## src/rtl/seq_pattern_detector_if.sv

```systemverilog
// -----------------------------------------------------------------------------
// seq_pattern_detector_if
// Groups the button inputs and the status outputs of seq_pattern_detector.
//   ONE, ZERO  : push-button levels (already synchronised), driven by the master
//   OUT        : match indication
//   TICK       : one-cycle sampling strobe
//   HIST       : symbol history, LSB = newest symbol
//   STATE      : detector state encoding
//   MATCH_CNT  : match counter, only when SEQ_PATTERN_DETECTOR_MATCH_CNT_EN is set
// Modports: master (board/bench side), slave (detector side).
// Optional feature macro: SEQ_PATTERN_DETECTOR_MATCH_CNT_EN
// -----------------------------------------------------------------------------
interface seq_pattern_detector_if #(
   parameter int PAT_LEN = 4
`ifdef SEQ_PATTERN_DETECTOR_MATCH_CNT_EN
   , parameter int CNT_W = 8
`endif
);
   logic               ONE;
   logic               ZERO;
   logic               OUT;
   logic               TICK;
   logic [PAT_LEN-1:0] HIST;
   logic [1:0]         STATE;
`ifdef SEQ_PATTERN_DETECTOR_MATCH_CNT_EN
   logic [CNT_W-1:0]   MATCH_CNT;

   modport master (output ONE, ZERO, input OUT, TICK, HIST, STATE, MATCH_CNT);
   modport slave  (input ONE, ZERO, output OUT, TICK, HIST, STATE, MATCH_CNT);
`else
   modport master (output ONE, ZERO, input OUT, TICK, HIST, STATE);
   modport slave  (input ONE, ZERO, output OUT, TICK, HIST, STATE);
`endif
endinterface

```

## src/rtl/seq_pattern_detector.sv

```systemverilog
// -----------------------------------------------------------------------------
// seq_pattern_detector
// Samples the ONE/ZERO buttons on a divided-clock tick, turns each press into
// a 1/0 symbol, shifts it into a history register and flags OUT when the last
// PAT_LEN symbols equal PATTERN (MSB = oldest symbol).
// Ports:
//   clock_in : system clock, all logic on its rising edge
//   RESET    : asynchronous, active-low reset
//   bus      : seq_pattern_detector_if.slave (ONE, ZERO in; OUT, TICK, HIST,
//              STATE and optionally MATCH_CNT out)
// Parameters: DIVISOR, PAT_LEN, PATTERN, OVERLAP, HOLD_OUT, CNT_W.
// Optional feature macro: SEQ_PATTERN_DETECTOR_MATCH_CNT_EN adds a wrapping
// match counter (MATCH_CNT) that is cleared only by reset.
// -----------------------------------------------------------------------------
module seq_pattern_detector #(
   parameter int               DIVISOR  = 25000000,
   parameter int               PAT_LEN  = 4,
   parameter logic [PAT_LEN-1:0] PATTERN = 4'b1001,
   parameter int               OVERLAP  = 1,
   parameter int               HOLD_OUT = 1
`ifdef SEQ_PATTERN_DETECTOR_MATCH_CNT_EN
   , parameter int             CNT_W    = 8
`endif
) (
   input  logic                   clock_in,
   input  logic                   RESET,
   seq_pattern_detector_if.slave  bus
);

   localparam int DIV_W  = (DIVISOR > 1) ? $clog2(DIVISOR) : 1;
   localparam int FILL_W = $clog2(PAT_LEN + 1);
   localparam logic [DIV_W-1:0]  DIV_LAST = DIV_W'(DIVISOR - 1);
   localparam logic [FILL_W-1:0] FILL_FULL = FILL_W'(PAT_LEN);

   typedef enum logic [1:0] {
      EMPTY = 2'd0,
      FILL  = 2'd1,
      ARMED = 2'd2,
      DONE  = 2'd3
   } state_t;

   state_t              state_reg, state_next;
   logic [DIV_W-1:0]    cnt_reg, cnt_next;
   logic                tick_reg;
   logic                prev_one_reg, prev_zero_reg;
   logic [PAT_LEN-1:0]  hist_reg, hist_next, hist_shift;
   logic [FILL_W-1:0]   fill_reg, fill_next, fill_inc;
   logic                out_reg, out_next;
   logic                ev0, ev1, accept, match;

   // ---------------- sampling divider ----------------
   assign cnt_next = (cnt_reg == DIV_LAST) ? '0 : cnt_reg + 1'b1;

   // TICK is registered from the next counter value so it is high exactly
   // while the counter sits at DIVISOR-1 (permanently high for DIVISOR=1),
   // yet still reads 0 while in reset.
   always_ff @(posedge clock_in or negedge RESET) begin
      if (!RESET) begin
         cnt_reg  <= '0;
         tick_reg <= 1'b0;
      end else begin
         cnt_reg  <= cnt_next;
         tick_reg <= (cnt_next == DIV_LAST);
      end
   end

   // ---------------- press detection ----------------
   always_ff @(posedge clock_in or negedge RESET) begin
      if (!RESET) begin
         prev_one_reg  <= 1'b0;
         prev_zero_reg <= 1'b0;
      end else if (tick_reg) begin
         prev_one_reg  <= bus.ONE;
         prev_zero_reg <= bus.ZERO;
      end
   end

   // ZERO wins a simultaneous press, so ev1 is masked by ev0 and the shifted
   // symbol is simply ev1.
   assign ev0        = tick_reg & bus.ZERO & ~prev_zero_reg;
   assign ev1        = tick_reg & bus.ONE & ~prev_one_reg & ~ev0;
   assign accept     = (ev0 | ev1) && (state_reg != DONE);
   assign hist_shift = {hist_reg[PAT_LEN-2:0], ev1};
   assign fill_inc   = (fill_reg == FILL_FULL) ? fill_reg : fill_reg + 1'b1;
   assign match      = accept && (fill_inc == FILL_FULL) && (hist_shift == PATTERN);

   // ---------------- detector FSM ----------------
   always_ff @(posedge clock_in or negedge RESET) begin
      if (!RESET) begin
         state_reg <= EMPTY;
         hist_reg  <= '0;
         fill_reg  <= '0;
         out_reg   <= 1'b0;
      end else begin
         state_reg <= state_next;
         hist_reg  <= hist_next;
         fill_reg  <= fill_next;
         out_reg   <= out_next;
      end
   end

   always_comb begin
      state_next = state_reg;
      hist_next  = hist_reg;
      fill_next  = fill_reg;
      out_next   = 1'b0;
      case (state_reg)
         EMPTY, FILL, ARMED: begin
            if (accept) begin
               hist_next  = hist_shift;
               fill_next  = fill_inc;
               state_next = (fill_inc == FILL_FULL) ? ARMED : FILL;
               if (match) begin
                  out_next = 1'b1;
                  if (HOLD_OUT != 0) begin
                     state_next = DONE;
                  end else if (OVERLAP == 0) begin
                     // Non-overlapping: the matched symbols are consumed.
                     hist_next  = '0;
                     fill_next  = '0;
                     state_next = EMPTY;
                  end
               end
            end
         end
         DONE: begin
            out_next = 1'b1;
         end
         default: begin
         end
      endcase
   end

   assign bus.OUT   = out_reg;
   assign bus.TICK  = tick_reg;
   assign bus.HIST  = hist_reg;
   assign bus.STATE = state_reg;

`ifdef SEQ_PATTERN_DETECTOR_MATCH_CNT_EN
   // ---------------- match counter ----------------
   // Wraps naturally; the OVERLAP=0 history clear deliberately leaves it alone.
   logic [CNT_W-1:0] match_cnt_reg;

   always_ff @(posedge clock_in or negedge RESET) begin
      if (!RESET) begin
         match_cnt_reg <= '0;
      end else if (match) begin
         match_cnt_reg <= match_cnt_reg + 1'b1;
      end
   end

   assign bus.MATCH_CNT = match_cnt_reg;
`endif

endmodule

```

## src/flat_wrapper.sv

```systemverilog
// flat-port wrapper written by rule: the top's interface ports become plain ports
module seq_pattern_detector_flat 
#(
   parameter int               DIVISOR  = 25000000,
   parameter int               PAT_LEN  = 4,
   parameter logic [PAT_LEN-1:0] PATTERN = 4'b1001,
   parameter int               OVERLAP  = 1,
   parameter int               HOLD_OUT = 1

)
  (clock_in, RESET, bus_ONE, bus_ZERO, bus_OUT, bus_TICK, bus_HIST, bus_STATE);
  seq_pattern_detector_if #(.PAT_LEN(PAT_LEN)) bus_i ();
  input  logic clock_in;
  input  logic RESET;
  input wire logic [$bits(bus_i.ONE)-1:0] bus_ONE;
  input wire logic [$bits(bus_i.ZERO)-1:0] bus_ZERO;
  output wire logic [$bits(bus_i.OUT)-1:0] bus_OUT;
  output wire logic [$bits(bus_i.TICK)-1:0] bus_TICK;
  output wire logic [$bits(bus_i.HIST)-1:0] bus_HIST;
  output wire logic [$bits(bus_i.STATE)-1:0] bus_STATE;
  assign bus_i.ONE = bus_ONE;
  assign bus_i.ZERO = bus_ZERO;
  assign bus_OUT = bus_i.OUT;
  assign bus_TICK = bus_i.TICK;
  assign bus_HIST = bus_i.HIST;
  assign bus_STATE = bus_i.STATE;
  seq_pattern_detector #(.DIVISOR(DIVISOR), .PAT_LEN(PAT_LEN), .PATTERN(PATTERN), .OVERLAP(OVERLAP), .HOLD_OUT(HOLD_OUT)) u_core (.clock_in(clock_in), .RESET(RESET), .bus(bus_i));
endmodule
```

## config.mk

```make
export PLATFORM = sky130hd
export DESIGN_NAME = seq_pattern_detector_flat
export DESIGN_NICKNAME = d
export VERILOG_FILES = /design/src/rtl/seq_pattern_detector_if.sv /design/src/rtl/seq_pattern_detector.sv /design/src/flat_wrapper.sv
export SDC_FILE = /design/constraint.sdc
export NUM_CORES = 1
export LEC_CHECK = 0
export ABC_AREA = 1
export CAP_MARGIN = 20
export CORE_MARGIN = 10
export CORE_UTILIZATION = 38
export DETAILED_ROUTE_END_ITERATION = 6
export MAX_ROUTING_LAYER = met4
export PLACE_DENSITY = 0.57
export SLEW_MARGIN = 0
export SYNTH_ARGS = -nofsm -noshare
export SYNTH_HDL_FRONTEND = slang
export SYNTH_SLANG_ARGS = --single-unit
```

## constraint.sdc

```tcl
create_clock -name clock_in -period 1.9 [get_ports clock_in]
set_input_delay 0.38 -clock clock_in [delete_from_list [all_inputs] [get_ports clock_in]]
set_output_delay 0.38 -clock clock_in [all_outputs]
set_load 0.1 [all_outputs]
```

# --- After elaboration in Yosys (flattened, before gate mapping) ---
# Cells that the tools add are included.
# Widths: inputs -> output; s select.
op_classes:
  bitwise_logic: 9
  addsub: 2
  n_reduce_logical: 6
  muxes: 7
  n_eq_ne: 9
op_table:
  columns: ["op", "n"]
  rows:
  - ["$eq 25x25->1 const B", 2]
  - ["$add 25x1->25 const B", 1]
  - ["$mux 25", 1]
  - ["$eq 3x3->1 const B", 2]
  - ["$and 1x1->1", 5]
  - ["$eq 2x2->1 const B", 2]
  - ["$eq 4x4->1 const B", 1]
  - ["$mux 2", 2]
  - ["$add 3x1->3 const B", 1]
  - ["$logic_and 1x1->1", 3]
  - ["$mux 3", 1]
  - ["$not 1->1", 3]
  - ["$reduce_or 3->1", 1]
  - ["$eq 2x1->1 const B", 1]
  - ["$logic_not 2->1", 1]
  - ["$mux 1", 2]
  - ["$ne 2x2->1 const B", 1]
  - ["$pmux 1 s2", 1]
  - ["$reduce_and 2->1", 1]
  - ["$or 1x1->1", 1]
word_totals:
  reg_bits: 38
  out_inout_bits: 8

# --- Longest topological paths before layout ---
logic_depth:
  word_depth: 11
  mapped_depth: 13
  depth_no_buf: 13

# --- Worst setup path before layout ---
# OpenSTA, ideal clock, no wires.
synth_timing:
  kind: "register to register"
  start: "reg u_core.tick_reg, in the netlist u_core.bus.TICK"
  end: "reg u_core.fill_reg[2]"
  arrival_time_ns: 1.714
  slack_ns: 0.054
  setup_time_ns: 0.132
  period_less_slack_ns: 1.846
  n_path_buf: 1
  stages_incl_launch_ff: 7
  required_time_ns: 1.768
  cell_sequence: "dfrtp_1 > nand2_1 > o21ai_0 > nand2_1 > clkbuf_1 > nor3_1 > a21oi_1"
synth_between:
  elab_chain_len: 7
synth_rtl:
  columns: ["element", "line", "source"]
  rows:
  - ["from (decl)", "seq_pattern_detector.sv:44", "logic tick_reg;"]
  - ["from (signal assigned)", "seq_pattern_detector.sv:63", "tick_reg <= (cnt_next == DIV_LAST);"]
  - ["$and 1x1->1 (2 in series)", "seq_pattern_detector.sv:80", "assign ev0 = tick_reg & bus.ZERO & ~prev_zero_reg;"]
  - ["$not 1->1", "seq_pattern_detector.sv:81", "assign ev1 = tick_reg & bus.ONE & ~prev_one_reg & ~ev0;"]
  - ["$and 1x1->1", "seq_pattern_detector.sv:81", null]
  - ["$or 1x1->1 (*)", "seq_pattern_detector.sv:82", "assign accept = (ev0 | ev1) && (state_reg != DONE);"]
  - ["$logic_and 1x1->1 (*)", "seq_pattern_detector.sv:82", null]
  - ["$reduce_and 2->1 (no line) (*)", null, null]
  - ["to (signal assigned)", "seq_pattern_detector.sv:97", "fill_reg <= fill_next;"]
  - ["to (decl)", "seq_pattern_detector.sv:47", "logic [FILL_W-1:0] fill_reg, fill_next, fill_inc;"]
# Mark *: on every way between the ends. The rest lies on a longest branch, timed or not.
# A chain may end at the register's enable or synchronous reset.

# --- Final worst setup path ---
layout_timing:
  start: "reg u_core.cnt_reg[1]"
  end: "reg u_core.tick_reg, in the netlist u_core.bus.TICK"
layout_between:
  elab_chain_len: 3
layout_rtl:
  columns: ["element", "line", "source"]
  rows:
  - ["from (decl)", "seq_pattern_detector.sv:43", "logic [DIV_W-1:0] cnt_reg, cnt_next;"]
  - ["from (signal assigned)", "seq_pattern_detector.sv:62", "cnt_reg <= cnt_next;"]
  - ["$add 25x1->25 / $eq 25x25->1 (equally long branches)", "seq_pattern_detector.sv:52", "assign cnt_next = (cnt_reg == DIV_LAST) ? '0 : cnt_reg + 1'b1;"]
  - ["$mux 25 (*)", "seq_pattern_detector.sv:52", null]
  - ["$eq 25x25->1 (*)", "seq_pattern_detector.sv:63", null]
# Marks and branches as above.

==> flow_metrics.py <==
metrics = {
    "route": {
        "vias": 2186,
        "postRouteAntennaNets": 0,
        "viasPerCell": 4.84,
        "drc": 0,
        "drt_iter0_drc": 139,
        "firstDrtPassIters": 4,
        "wire_per_inst_um": 13.2,
        "wl_um": 5950,
    },
    "power_and_ir_drop": {
        "p_sw_uw": 310,
        "p_clk_share_pct": 41.4,
        "comb_power_share_pct": 1.6,
        "vdd_drop_max_mv": 0.328,
        "power_density_nw_per_um2": 508,
        "seqPwrFrac_pct": 57.0,
        "p_leak_nw": 1.46,
        "p_sw_share_pct": 21.9,
        "cell_internal_pwr_mw": 1.11,
        "finalPower_mw": 1.42,
    },
    "run": {
        "maxCapViolations": 0,
    },
    "layout": {
        "n_antenna_cell": 0,
        "nNetsFinal": 383,
        "fill_cells": 616,
        "drive_above_1_share_pct": 14.1,
        "largest_reg_flops": 25,
        "final_cell_mix": "102 x nand2_1, 58 x inv_1, 49 x nor2_1",
        "layout.cells.most_common": "nand2_1",
        "final_area_sq_um": 2790,
        "final_util_pct": 46.8,
        "area_delta_synth_final_pct": 19.3,
    },
    "worst_setup_path": {
        "path_class": "reg -> reg",
        "cp-end-kind": "flop",
        "reg2regPathDepth": 12,
        "cp.arrival_ns": 2.11,
        "critPathLaunchType": "flop",
        "r2r-end": "u_core.bus.TICK",
        "crit_required_ns": 2.13,
        "r2r-start": "u_core.cnt_reg[1]",
        "r2r_slack_ns": 0.02,
        "cp_max_fo": 5,
    },
    "clock_network": {
        "htree_levels": 2,
        "cts_buffers": 5,
        "cts.clk_slew.worst_paths_ns": 0.07,
        "tritoncts_num_sinks": 38,
        "cts_tree": "yes",
        "postCtsHoldBufs": 0,
        "cts_root_buffer": "clkbuf_8",
        "clk_path_buf_depth": 2,
        "worstSkewPairLatency_ns": 0.30,
    },
    "yosys": {
        "synth_top_area_share_pct": 40.7,
        "synth_cells": 350,
        "yosysTopAreaCell": "dfrtp_1",
        "postSynthAreaPerCell_sq_um": 6.68,
        "ys_seq_area_share_pct": 40.7,
        "syn_area_sq_um": 2340,
        "synth.distinct_cells": 23,
        "synth_nets": 357,
        "ys_ff_latch": 38,
        "synth_area_leaders": "dfrtp_1 41%, nand2_1 17%, inv_1 9.5%",
        "yosysWarnings": 0,
    },
    "global_route": {
        "grt_max_degree": 39,
        "antenna_found_initial": 0,
        "overflow": 0,
        "grt_usage_pct": 12.5,
        "grt_pass1_vias": 2021,
        "grt_pass1_wl_um": 9790,
    },
    "sta": {
        "timing.final.crit_share_pct": 98.9,
        "slew_headroom_pct": 67.1,
        "setup_viol": 0,
        "setup_tns_ns": 0,
        "fmax_mhz": 532,
        "slew_violations": 0,
        "rsz0062_at_grt": "yes",
        "min_period_ns": 1.88,
        "hold_viol_final": 0,
        "worst_pin_slew_ns": 0.493,
        "clock_skew_ns": 0.00390,
    },
    "place": {
        "dpl_cell_area_sq_um": 2610,
        "portBuffers": 11,
        "gp_congestion": 0.908,
        "dp.final_hpwl_um": 4500,
    },
    "die": {
        "core-area_sq_um": 5960,
        "ios": 12,
        "die_h_um": 98.4,
        "rows": 28,
        "dieArea_sq_um": 9690,
        "start_util_pct": 39.3,
        "die_w_um": 98.4,
    },
    "run_status": {
        "status": "complete, no violations",
    },
    "hold_path": {
        "hold_path_class": "in -> async",
    },
}
[power groups by stage]
stage	Sequential (mW)	Clock (mW)	Combinational, mW
global placement	0.824	0	0.0244
detailed placement	0.824	0	0.0244
global route	0.808	0.638	0.0265
finish	0.808	0.586	0.0223
CTS	0.808	0.609	0.0246
floorplan	0.824	0	0.0000350
[area by class of cell]
type	instances	area (sq um)	share of cell area, %
Multi-Input combinational cell	251	1200	43.2
Sequential cell	38	952	34.1
Clock inverter	1	5.00	0.179
Inverter	59	224	8.03
Clock buffer	7	86.3	3.10
Tap cell	75	93.8	3.36
Timing Repair Buffer	21	223	7.99
[synth_stat cells]
cell and number:
buf_4 1, nor4_1 1, a21oi_1 1, clkbuf_1 1
o21ai_0 16, nor2_1 54, nor2_4 4, o21bai_1 1
and2_1 1, nor3b_1 2, inv_1 59, o21ai_2 1
nor2_2 6, nand2_2 4, ha_1 3, xor2_1 4
dfrtp_1 38, nand2_1 106, nand3b_1 1, nor3_1 7
nand3_1 33, nand4_1 5, and3_1 1
[cells by family (layout without fill, tap and decap cells)]
logic type	Yosys count	count (layout)	share of synthesized area [%]
AND/OR/NAND/NOR	225	225	41.9
flip-flops	38	38	40.7
buffers and inverters	61	88	9.95
AO/OA/AOI/OAI	19	19	4.33
XOR/XNOR	4	4	1.50
adder cells (fa/ha/maj)	3	3	1.61
[critical path, cell delays in order, from the launching register on]
cell and delay, ns:
dfrtp_1 0.42, ha_4 0.19, nand2_4 0.06, nor2_4 0.21
nand2_4 0.11, inv_4 0.08, buf_4 0.10, nand4_1 0.07
nand2_1 0.09, nand2_1 0.06, nor2_1 0.19, nand3_1 0.12
nor2_1 0.10
[layer usage]
layer  part of all wire, %  wire length [um]  GRT usage, %  vias up
met3                   5.0               299          3.21       11
met5                     0                 0             -        -
met1                    46              2740          15.7      998
met4                   1.6                93          4.08        0
met2                    47              2820          19.1       52
li1                      -                 -             -     1125
[worst max-delay path by stage]
stage                      startpoint            endpoint  slack (ns)
finish              u_core.cnt_reg[1]     u_core.bus.TICK        0.02
global route        u_core.cnt_reg[1]     u_core.bus.TICK       -0.11
CTS                 u_core.cnt_reg[1]     u_core.bus.TICK        0.03
detailed placement  u_core.cnt_reg[1]     u_core.bus.TICK        0.05
global placement    u_core.cnt_reg[1]     u_core.bus.TICK        0.06
floorplan             u_core.bus.TICK  u_core.fill_reg[2]        0.05
[metrics by stage]
| step | setup WS, ns | std cells | hold slack [ns] |
|---|---|---|---|
| global placement | 0.0576 | 439 | 0.473 |
| floorplan | 0.0541 | 350 | 0.0844 |
| finish | 0.0212 | 452 | 0.127 |
| CTS | 0.0318 | 447 | 0.151 |
| global route | -0.114 | 452 | 0.167 |
| detailed placement | 0.0457 | 439 | 0.472 |
[repair_timing]
| action | 4_1_cts | 5_1_grt |
|---|---|---|
| endpoints found under the hold margin | 0 | 0 |
| buffers inserted | 0 | 5 |
| resized for setup | 0 | 20 |
| endpoints found under the setup margin | 0 | 1 |
Power figures use the tool's default switching activity.
